**src/rtl/wbu_pkg.sv**
```systemverilog
// Shared constants and types for the byte-stream Wishbone command master.
package wbu_pkg;

   // Command opcodes received over RX
   localparam logic [7:0] OP_WRITE = 8'h57;
   localparam logic [7:0] OP_READ  = 8'h52;

   // Response header bytes returned over TX
   localparam logic [7:0] RSP_ACK  = 8'h4B;
   localparam logic [7:0] RSP_READ = 8'h52;
   localparam logic [7:0] RSP_ERR  = 8'h3F;
   localparam logic [7:0] RSP_TMO  = 8'h54;

   typedef enum logic [2:0] {
      ST_IDLE     = 3'd0,
      ST_ADDR     = 3'd1,
      ST_DATA     = 3'd2,
      ST_BUS_REQ  = 3'd3,
      ST_BUS_WAIT = 3'd4,
      ST_RESP     = 3'd5
   } wbu_state_e;

   // True when the byte starts a valid read or write command
   function automatic logic is_opcode(input logic [7:0] b);
      return (b == OP_WRITE) || (b == OP_READ);
   endfunction

endpackage

```
**src/rtl/wbu_resp_serializer.sv**
```systemverilog
// Emits a header byte optionally followed by a 32-bit word (MSB first)
// over a valid/busy handshake; o_done flags acceptance of the last byte.
module wbu_resp_serializer
   import wbu_pkg::*;
(
   input  logic        i_clk,
   input  logic        i_reset,
   input  logic        i_load,
   input  logic [7:0]  i_hdr,
   input  logic [31:0] i_word,
   input  logic [2:0]  i_len,
   input  logic        i_tx_busy,
   output logic        o_tx_stb,
   output logic [7:0]  o_tx_data,
   output logic        o_done
);

   logic        stb_q, stb_d;
   logic [7:0]  data_q, data_d;
   logic [31:0] word_q, word_d;
   logic [2:0]  left_q, left_d;
   logic        xfer_s;

   assign xfer_s    = stb_q && !i_tx_busy;
   assign o_done    = xfer_s && (left_q <= 3'd1);
   assign o_tx_stb  = stb_q;
   assign o_tx_data = data_q;

   // Next-state: load a new response, or advance one byte per accepted transfer
   always_comb begin
      stb_d  = stb_q;
      data_d = data_q;
      word_d = word_q;
      left_d = left_q;
      if (i_load) begin
         stb_d  = 1'b1;
         data_d = i_hdr;
         word_d = i_word;
         left_d = i_len;
      end else if (xfer_s) begin
         if (left_q <= 3'd1) begin
            stb_d  = 1'b0;
            left_d = 3'd0;
         end else begin
            data_d = word_q[31:24];
            word_d = {word_q[23:0], 8'h00};
            left_d = left_q - 3'd1;
         end
      end else begin
         stb_d = stb_q;
      end
   end

   // Response registers with synchronous reset
   always_ff @(posedge i_clk) begin
      if (i_reset) begin
         stb_q  <= 1'b0;
         data_q <= 8'h00;
         word_q <= 32'h0000_0000;
         left_q <= 3'd0;
      end else begin
         stb_q  <= stb_d;
         data_q <= data_d;
         word_q <= word_d;
         left_q <= left_d;
      end
   end

endmodule

```
**src/rtl/wbu_cmd_master.sv**
```systemverilog
// Collects W/R command bytes from RX, issues one pipelined Wishbone
// transaction, and returns a status/data byte sequence over TX.
module wbu_cmd_master
   import wbu_pkg::*;
#(
   parameter int ADDR_WIDTH = 1,
   parameter int TIMEOUT    = 1024
) (
   input  logic                  i_clk,
   input  logic                  i_reset,
   input  logic                  i_rx_stb,
   input  logic [7:0]            i_rx_data,
   output logic                  o_tx_stb,
   output logic [7:0]            o_tx_data,
   input  logic                  i_tx_busy,
   output logic                  o_wb_cyc,
   output logic                  o_wb_stb,
   output logic                  o_wb_we,
   output logic [ADDR_WIDTH-1:0] o_wb_addr,
   output logic [31:0]           o_wb_data,
   input  logic                  i_wb_stall,
   input  logic                  i_wb_ack,
   input  logic [31:0]           i_wb_data,
   output logic                  o_busy,
   output logic                  o_overrun
);

   localparam int CW = $clog2(TIMEOUT) + 1;
   localparam logic [CW-1:0] TMO_LAST = CW'(TIMEOUT - 1);

   wbu_state_e            state_q, state_d;
   logic                  cyc_q, cyc_d, stb_q, stb_d, we_q, we_d;
   logic [ADDR_WIDTH-1:0] addr_q, addr_d;
   logic [31:0]           data_q, data_d;
   logic [1:0]            cnt_q, cnt_d;
   logic [CW-1:0]         tmo_q, tmo_d;
   logic                  busy_q, ovr_q, ovr_d;
   logic                  cmpl_s, abort_s, tmo_hit_s;
   logic                  ld_s, done_s;
   logic [7:0]            ld_hdr_s;
   logic [31:0]           ld_word_s;
   logic [2:0]            ld_len_s;

   assign tmo_hit_s = (tmo_q == TMO_LAST);

   // Command parsing, bus sequencing and response queuing
   always_comb begin
      state_d   = state_q;
      cyc_d     = cyc_q;
      stb_d     = stb_q;
      we_d      = we_q;
      addr_d    = addr_q;
      data_d    = data_q;
      cnt_d     = cnt_q;
      tmo_d     = tmo_q;
      cmpl_s    = 1'b0;
      abort_s   = 1'b0;
      ld_s      = 1'b0;
      ld_hdr_s  = RSP_ERR;
      ld_word_s = 32'h0000_0000;
      ld_len_s  = 3'd1;
      case (state_q)
         ST_IDLE: begin
            if (i_rx_stb) begin
               if (is_opcode(i_rx_data)) begin
                  we_d    = (i_rx_data == OP_WRITE);
                  state_d = ST_ADDR;
               end else begin
                  ld_s    = 1'b1;
                  state_d = ST_RESP;
               end
            end else begin
               state_d = ST_IDLE;
            end
         end
         ST_ADDR: begin
            if (i_rx_stb) begin
               addr_d = i_rx_data[ADDR_WIDTH-1:0];
               cnt_d  = 2'd0;
               tmo_d  = '0;
               if (we_q) begin
                  state_d = ST_DATA;
               end else begin
                  state_d = ST_BUS_REQ;
                  cyc_d   = 1'b1;
                  stb_d   = 1'b1;
               end
            end else begin
               state_d = ST_ADDR;
            end
         end
         ST_DATA: begin
            if (i_rx_stb) begin
               data_d = {data_q[23:0], i_rx_data};
               cnt_d  = cnt_q + 2'd1;
               if (cnt_q == 2'd3) begin
                  state_d = ST_BUS_REQ;
                  cyc_d   = 1'b1;
                  stb_d   = 1'b1;
                  tmo_d   = '0;
               end else begin
                  state_d = ST_DATA;
               end
            end else begin
               state_d = ST_DATA;
            end
         end
         ST_BUS_REQ: begin
            // An ack alongside acceptance completes the cycle immediately
            if (!i_wb_stall && i_wb_ack) begin
               cmpl_s = 1'b1;
            end else if (tmo_hit_s) begin
               abort_s = 1'b1;
            end else begin
               tmo_d = tmo_q + CW'(1);
               if (!i_wb_stall) begin
                  stb_d   = 1'b0;
                  state_d = ST_BUS_WAIT;
               end else begin
                  state_d = ST_BUS_REQ;
               end
            end
         end
         ST_BUS_WAIT: begin
            if (i_wb_ack) begin
               cmpl_s = 1'b1;
            end else if (tmo_hit_s) begin
               abort_s = 1'b1;
            end else begin
               tmo_d = tmo_q + CW'(1);
            end
         end
         ST_RESP: begin
            if (done_s) begin
               state_d = ST_IDLE;
            end else begin
               state_d = ST_RESP;
            end
         end
         default: begin
            state_d = ST_IDLE;
         end
      endcase

      if (cmpl_s) begin
         cyc_d   = 1'b0;
         stb_d   = 1'b0;
         ld_s    = 1'b1;
         state_d = ST_RESP;
         if (we_q) begin
            ld_hdr_s = RSP_ACK;
         end else begin
            ld_hdr_s  = RSP_READ;
            ld_word_s = i_wb_data;
            ld_len_s  = 3'd5;
         end
      end else if (abort_s) begin
         cyc_d    = 1'b0;
         stb_d    = 1'b0;
         ld_s     = 1'b1;
         ld_hdr_s = RSP_TMO;
         state_d  = ST_RESP;
      end else begin
         ld_s = ld_s;
      end

      // RX bytes arriving while a transaction or response is active are dropped
      if (i_rx_stb && ((state_q == ST_BUS_REQ) || (state_q == ST_BUS_WAIT) ||
                       (state_q == ST_RESP))) begin
         ovr_d = 1'b1;
      end else begin
         ovr_d = 1'b0;
      end
   end

   // Control and bus registers; reset abandons any in-flight cycle
   always_ff @(posedge i_clk) begin
      if (i_reset) begin
         state_q <= ST_IDLE;
         cyc_q   <= 1'b0;
         stb_q   <= 1'b0;
         we_q    <= 1'b0;
         addr_q  <= '0;
         data_q  <= 32'h0000_0000;
         cnt_q   <= 2'd0;
         tmo_q   <= '0;
         busy_q  <= 1'b0;
         ovr_q   <= 1'b0;
      end else begin
         state_q <= state_d;
         cyc_q   <= cyc_d;
         stb_q   <= stb_d;
         we_q    <= we_d;
         addr_q  <= addr_d;
         data_q  <= data_d;
         cnt_q   <= cnt_d;
         tmo_q   <= tmo_d;
         busy_q  <= (state_d != ST_IDLE);
         ovr_q   <= ovr_d;
      end
   end

   wbu_resp_serializer u_resp (
      .i_clk     (i_clk),
      .i_reset   (i_reset),
      .i_load    (ld_s),
      .i_hdr     (ld_hdr_s),
      .i_word    (ld_word_s),
      .i_len     (ld_len_s),
      .i_tx_busy (i_tx_busy),
      .o_tx_stb  (o_tx_stb),
      .o_tx_data (o_tx_data),
      .o_done    (done_s)
   );

   assign o_wb_cyc  = cyc_q;
   assign o_wb_stb  = stb_q;
   assign o_wb_we   = we_q;
   assign o_wb_addr = addr_q;
   assign o_wb_data = data_q;
   assign o_busy    = busy_q;
   assign o_overrun = ovr_q;

endmodule

```
**config.mk**
```make
export PLATFORM = sky130hd
export DESIGN_NAME = wbu_cmd_master
export DESIGN_NICKNAME = d
export VERILOG_FILES = /design/src/rtl/wbu_pkg.sv /design/src/rtl/wbu_resp_serializer.sv /design/src/rtl/wbu_cmd_master.sv
export SDC_FILE = /design/constraint.sdc
export NUM_CORES = 1
export LEC_CHECK = 0
export CAP_MARGIN = 20
export CORE_ASPECT_RATIO = 0.5
export CORE_MARGIN = 3
export CORE_UTILIZATION = 53
export CTS_CLUSTER_DIAMETER = 100
export DETAILED_ROUTE_END_ITERATION = 8
export PLACE_DENSITY = 0.82
export SLEW_MARGIN = 25
export SYNTH_ARGS = -nofsm -noshare
export SYNTH_HDL_FRONTEND = slang
export SYNTH_HIERARCHICAL = 1
export SYNTH_SLANG_ARGS = --single-unit
```
**constraint.sdc**
```tcl
create_clock -name i_clk -period 3.35 [get_ports i_clk]
set_input_delay 0.8375 -clock i_clk [delete_from_list [all_inputs] [get_ports i_clk]]
set_output_delay 0.8375 -clock i_clk [all_outputs]
set_load 0.05 [all_outputs]
```
==> impl.org <==
** Outcome
- The flow ran to the end, and the final reports show no timing, DRC or antenna violations.

** Clocking
- H-tree lvl count :: 3
- Post-CTS repair timing setup buffer count :: 0
- Resized cells post-CTS :: 0
- Clock root buffer :: clkbuf_16
- Skew-Pair Late Insertion Delay :: approximately 0.35 ns
- Clock Sinks :: between 90 and 100
- Total clock buffers created by CTS :: 9
- CTS tree :: built
- Clock-pin slew on the worst setup and hold paths :: about 0.070 ns
- Number of buffers on the longest clock path :: 2
- Count of hold-fix buffers inserted at cts :: 0

** Placement
- The count of buffers added on input and output ports is a little over 90.
- Summed over all nets, the half-perimeter wirelength after detailed placement is around 8000 um.
- Gpl congestion :: 0.857

** Timing
- Tightest slew margin relative to the limit :: 0.325
- Final period util :: 0.851
- Setup violations remaining at the end of the flow were counted as 0.
- Post-layout minimum cycle time :: 2.85 ns
- Fmax :: approximately 0.35 GHz
- Final hold analysis gives a worst-case slack of roughly 0.46 ns.
- Clock Skews :: 0.00766 ns
- In the final timing run, aggregate negative setup slack is 0 ns.
- Number of hold-slack violations in the final timing report :: 0
- Setup repair after global routing left no endpoint under its margin.
- For the pin with the worst max-slew slack, the measured transition is between 1 and 1.5 ns.
- The final max-slew violation count was 0.

** Layout
- Combined area of the multi-input logic cells :: 0.00279 mm2
- Most common cell after layout, fill and taps aside :: dfxtp_1
- Of the cells placed in the final design, the portion with a size suffix greater than 1 is 0.115.
- In the final design database the tool counted 715 nets.
- From synthesis to final layout, the design area changed by 23.8%.
- The repair_antennas step left the layout with diodes totalling 0.
- Number of inserted filler cells in the final layout :: between 700 and 800
- Top library cells by usage in the layout, fill and taps aside :: dfxtp_1 (98), clkdlybuf4s50_1 (91), nand2_1 (83)
- Registers take between 0.0015 and 0.002 mm2.

** Floorplan
- Measured along the x axis, the die boundary spans roughly 150 um.
- In this run the count of I/O pins placed on the die edge is 93.
- In this run the core area contains 24 standard-cell rows.
- Vert. Die Dim :: between 70 and 80 um
- The initial utilization of the core area, before any placement, comes to 0.570.
- Die footprint :: ~0.011 mm2
- Area of the placeable core :: roughly 0.0091 mm2

** Yosys
- Post-synthesis instance total :: ~600
- A synthesized cell averages between 8 and 9 um2.
- Yosys printed 6 warnings.
- After synthesis the netlist holds a flip-flop and latch count of roughly 100.
- Sequential fraction of the synthesis area :: 0.377
- Number of enable flip-flop cells after synthesis :: 0
- Top flip-flop cell by instance count after synthesis :: dfxtp_1
- Yosys mapped the design onto 57 distinct sky130hd cell types.
- Of all flip-flops after synthesis, the portion carrying an async set or reset was 0.
- Netlist Area Pre-Place :: ~0.0052 mm2

** Drt
- Via count :: between 4000 and 5000
- Drt initial violations :: ~370
- Summed over all layers, the routed wires come to ~13000 um.
- Using the TritonRoute via totals, the vias-per-cell ratio works out to just under 6.
- The count of nets left with antenna violations once routing finished came out at 0.
- Routed wirelength normalized by instance count :: 15.9 um
- First-pass detailed-route iteration total :: 5
- DRC viols :: 0

** Setup path
- In this design, the stage delay of the slowest critical-path cell is ~0.44 ns.
- The largest individual stage delay along the critical path comes from the cell nor3b_1.
- The worst setup path is launched from a primary input.
- Critical-path maximum fanout :: 13
- Critical Path End Type :: register
- By startpoint and endpoint, the worst setup path is classified as primary input to register.
- In this design, the critical path's most frequently occurring cell is a21oi_1.
- Walking the worst path, the cells encountered are clkdlybuf4s50_1 > nand4bb_1 > nor3b_1 > nand2_1 > a21oi_1 > inv_2 > inv_1 > o311ai_0 > a21oi_1.
- Critical path data arrival time :: roughly 3.1 ns
- Required time at the endpoint of the critical path :: ~3.6 ns

** Power and ir drop
- For this design the ratio of total power to cell area is slightly below 600 mW/mm2.
- Leakage power summed over all cells :: approximately 2.1 nW
- Across the VDD grid, the largest voltage drop is just over 0.3 mV.

** Global route
- The first global-routing pass estimated 21200 um of wire.
- For this run the aggregate overflow at the end of global routing stands at 0.
- Across every metal layer, demand over resource in global routing totals 0.223.
- The initial antenna violation count was 0.
- Largest net degree at the start of global routing :: 40
- Vias in the first global route :: about 4300

** Min path
- Class of the worst hold path :: register to register

** Job
- Max-cap violations in this run came to 0.
## power breakdown
part	internal [W]	switching, W	total (W)
Sequential	0.00130	0.000124	0.00142
Clock	0.000593	0.000481	0.00107
Combinational	0.000460	0.000832	0.00129
## worst max-delay path, delay by kind of cell
kind	cells	cell delay, ns
buffers and inverters	3	0.91
and+or+nand+nor	3	0.73
AOI/OAI and AO/OA	3	0.64
## kinds of logic (layout without fill, tap and decap cells)
logic type      count (synthesis)  in the layout  share of synthesized area
compound gates                199            199                      0.318
other cells                     2              3                    0.00144
simple gates                  189            189                      0.189
buf+inv                       109            170                     0.0925
flops                          98             98                      0.377
xor+xnor                        6              6                     0.0101
fa+ha+maj                       4              4                    0.00961
mux                             1              1                    0.00192
## cell usage after synthesis, drive strengths merged, types with 5 or more instances
| library cell | number | area (um2) |
|---|---|---|
| o31ai | 33 | 248 |
| a221oi | 35 | 313 |
| dfxtp | 98 | 1960 |
| or3 | 6 | 37.5 |
| nand3 | 8 | 52.6 |
| o21ai | 10 | 53.8 |
| and2 | 34 | 213 |
| a21oi | 64 | 320 |
| inv | 45 | 169 |
| nor3b | 5 | 42.5 |
| nand2 | 83 | 312 |
| clkbuf | 35 | 131 |
| nand2b | 7 | 43.8 |
| nand4 | 5 | 46.3 |
| buf | 29 | 181 |
| o311ai | 8 | 70.1 |
| a41oi | 32 | 498 |
| nor2b | 6 | 37.5 |
| nor2 | 18 | 67.6 |
## state kept, by name, summed over array words and instances, names as in the netlist
| name | count |
|---|---|
| o_wb_cyc | 1 |
| tmo_q | 11 |
| state_q | 3 |
| o_wb_we | 1 |
| u_resp/word_q | 32 |
| o_wb_stb | 1 |
| u_resp/left_q | 3 |
| cnt_q | 2 |
| u_resp/o_tx_stb | 1 |
| o_busy | 1 |
| u_resp/o_tx_data | 8 |
| o_wb_addr | 1 |
| o_wb_data | 32 |
| o_overrun | 1 |
## metal layers
layer	part of all wire	global-route usage
met3	0.055	0.0499
met4	0.021	0.0647
met2	0.48	0.361
met1	0.45	0.301
met5	0	0
## area by class of cell
type / instances / area share
Clock inverter: 7 / 0.0130
Sequential cell: 98 / 0.304
Multi-Input combinational cell: 402 / 0.432
Inverter: 45 / 0.0262
Timing Repair Buffer: 109 / 0.164
Clock buffer: 9 / 0.0349
Tap cell: 130 / 0.0252
## worst paths after layout
kind | from | to | slack (ns) | cells after the start
max reg2reg | state_q[1] | u_resp/word_q[20] | 0.64 | 8
max | i_rx_data[7] | u_resp/word_q[5] | 0.50 | 9
min reg2reg | o_wb_data[31] | o_wb_data[31] | 0.46 | 2
min | o_wb_data[31] | o_wb_data[31] | 0.46 | 2
## per-stage QoR
stage | power, W | worst slack (ns) | instances | area [um2] | util
floorplan | 0.00242 | 0.841 | 609 | 5210 | -
global placement | 0.00269 | 0.262 | 784 | 6140 | 0.672
detailed placement | 0.00271 | 0.171 | 784 | 6140 | 0.672
CTS | 0.00379 | 0.516 | 800 | 6440 | 0.706
global route | 0.00396 | 0.307 | 800 | 6440 | 0.706
finish | 0.00379 | 0.500 | 800 | 6440 | 0.706
Note: power is estimated with default switching activity, not from simulation.
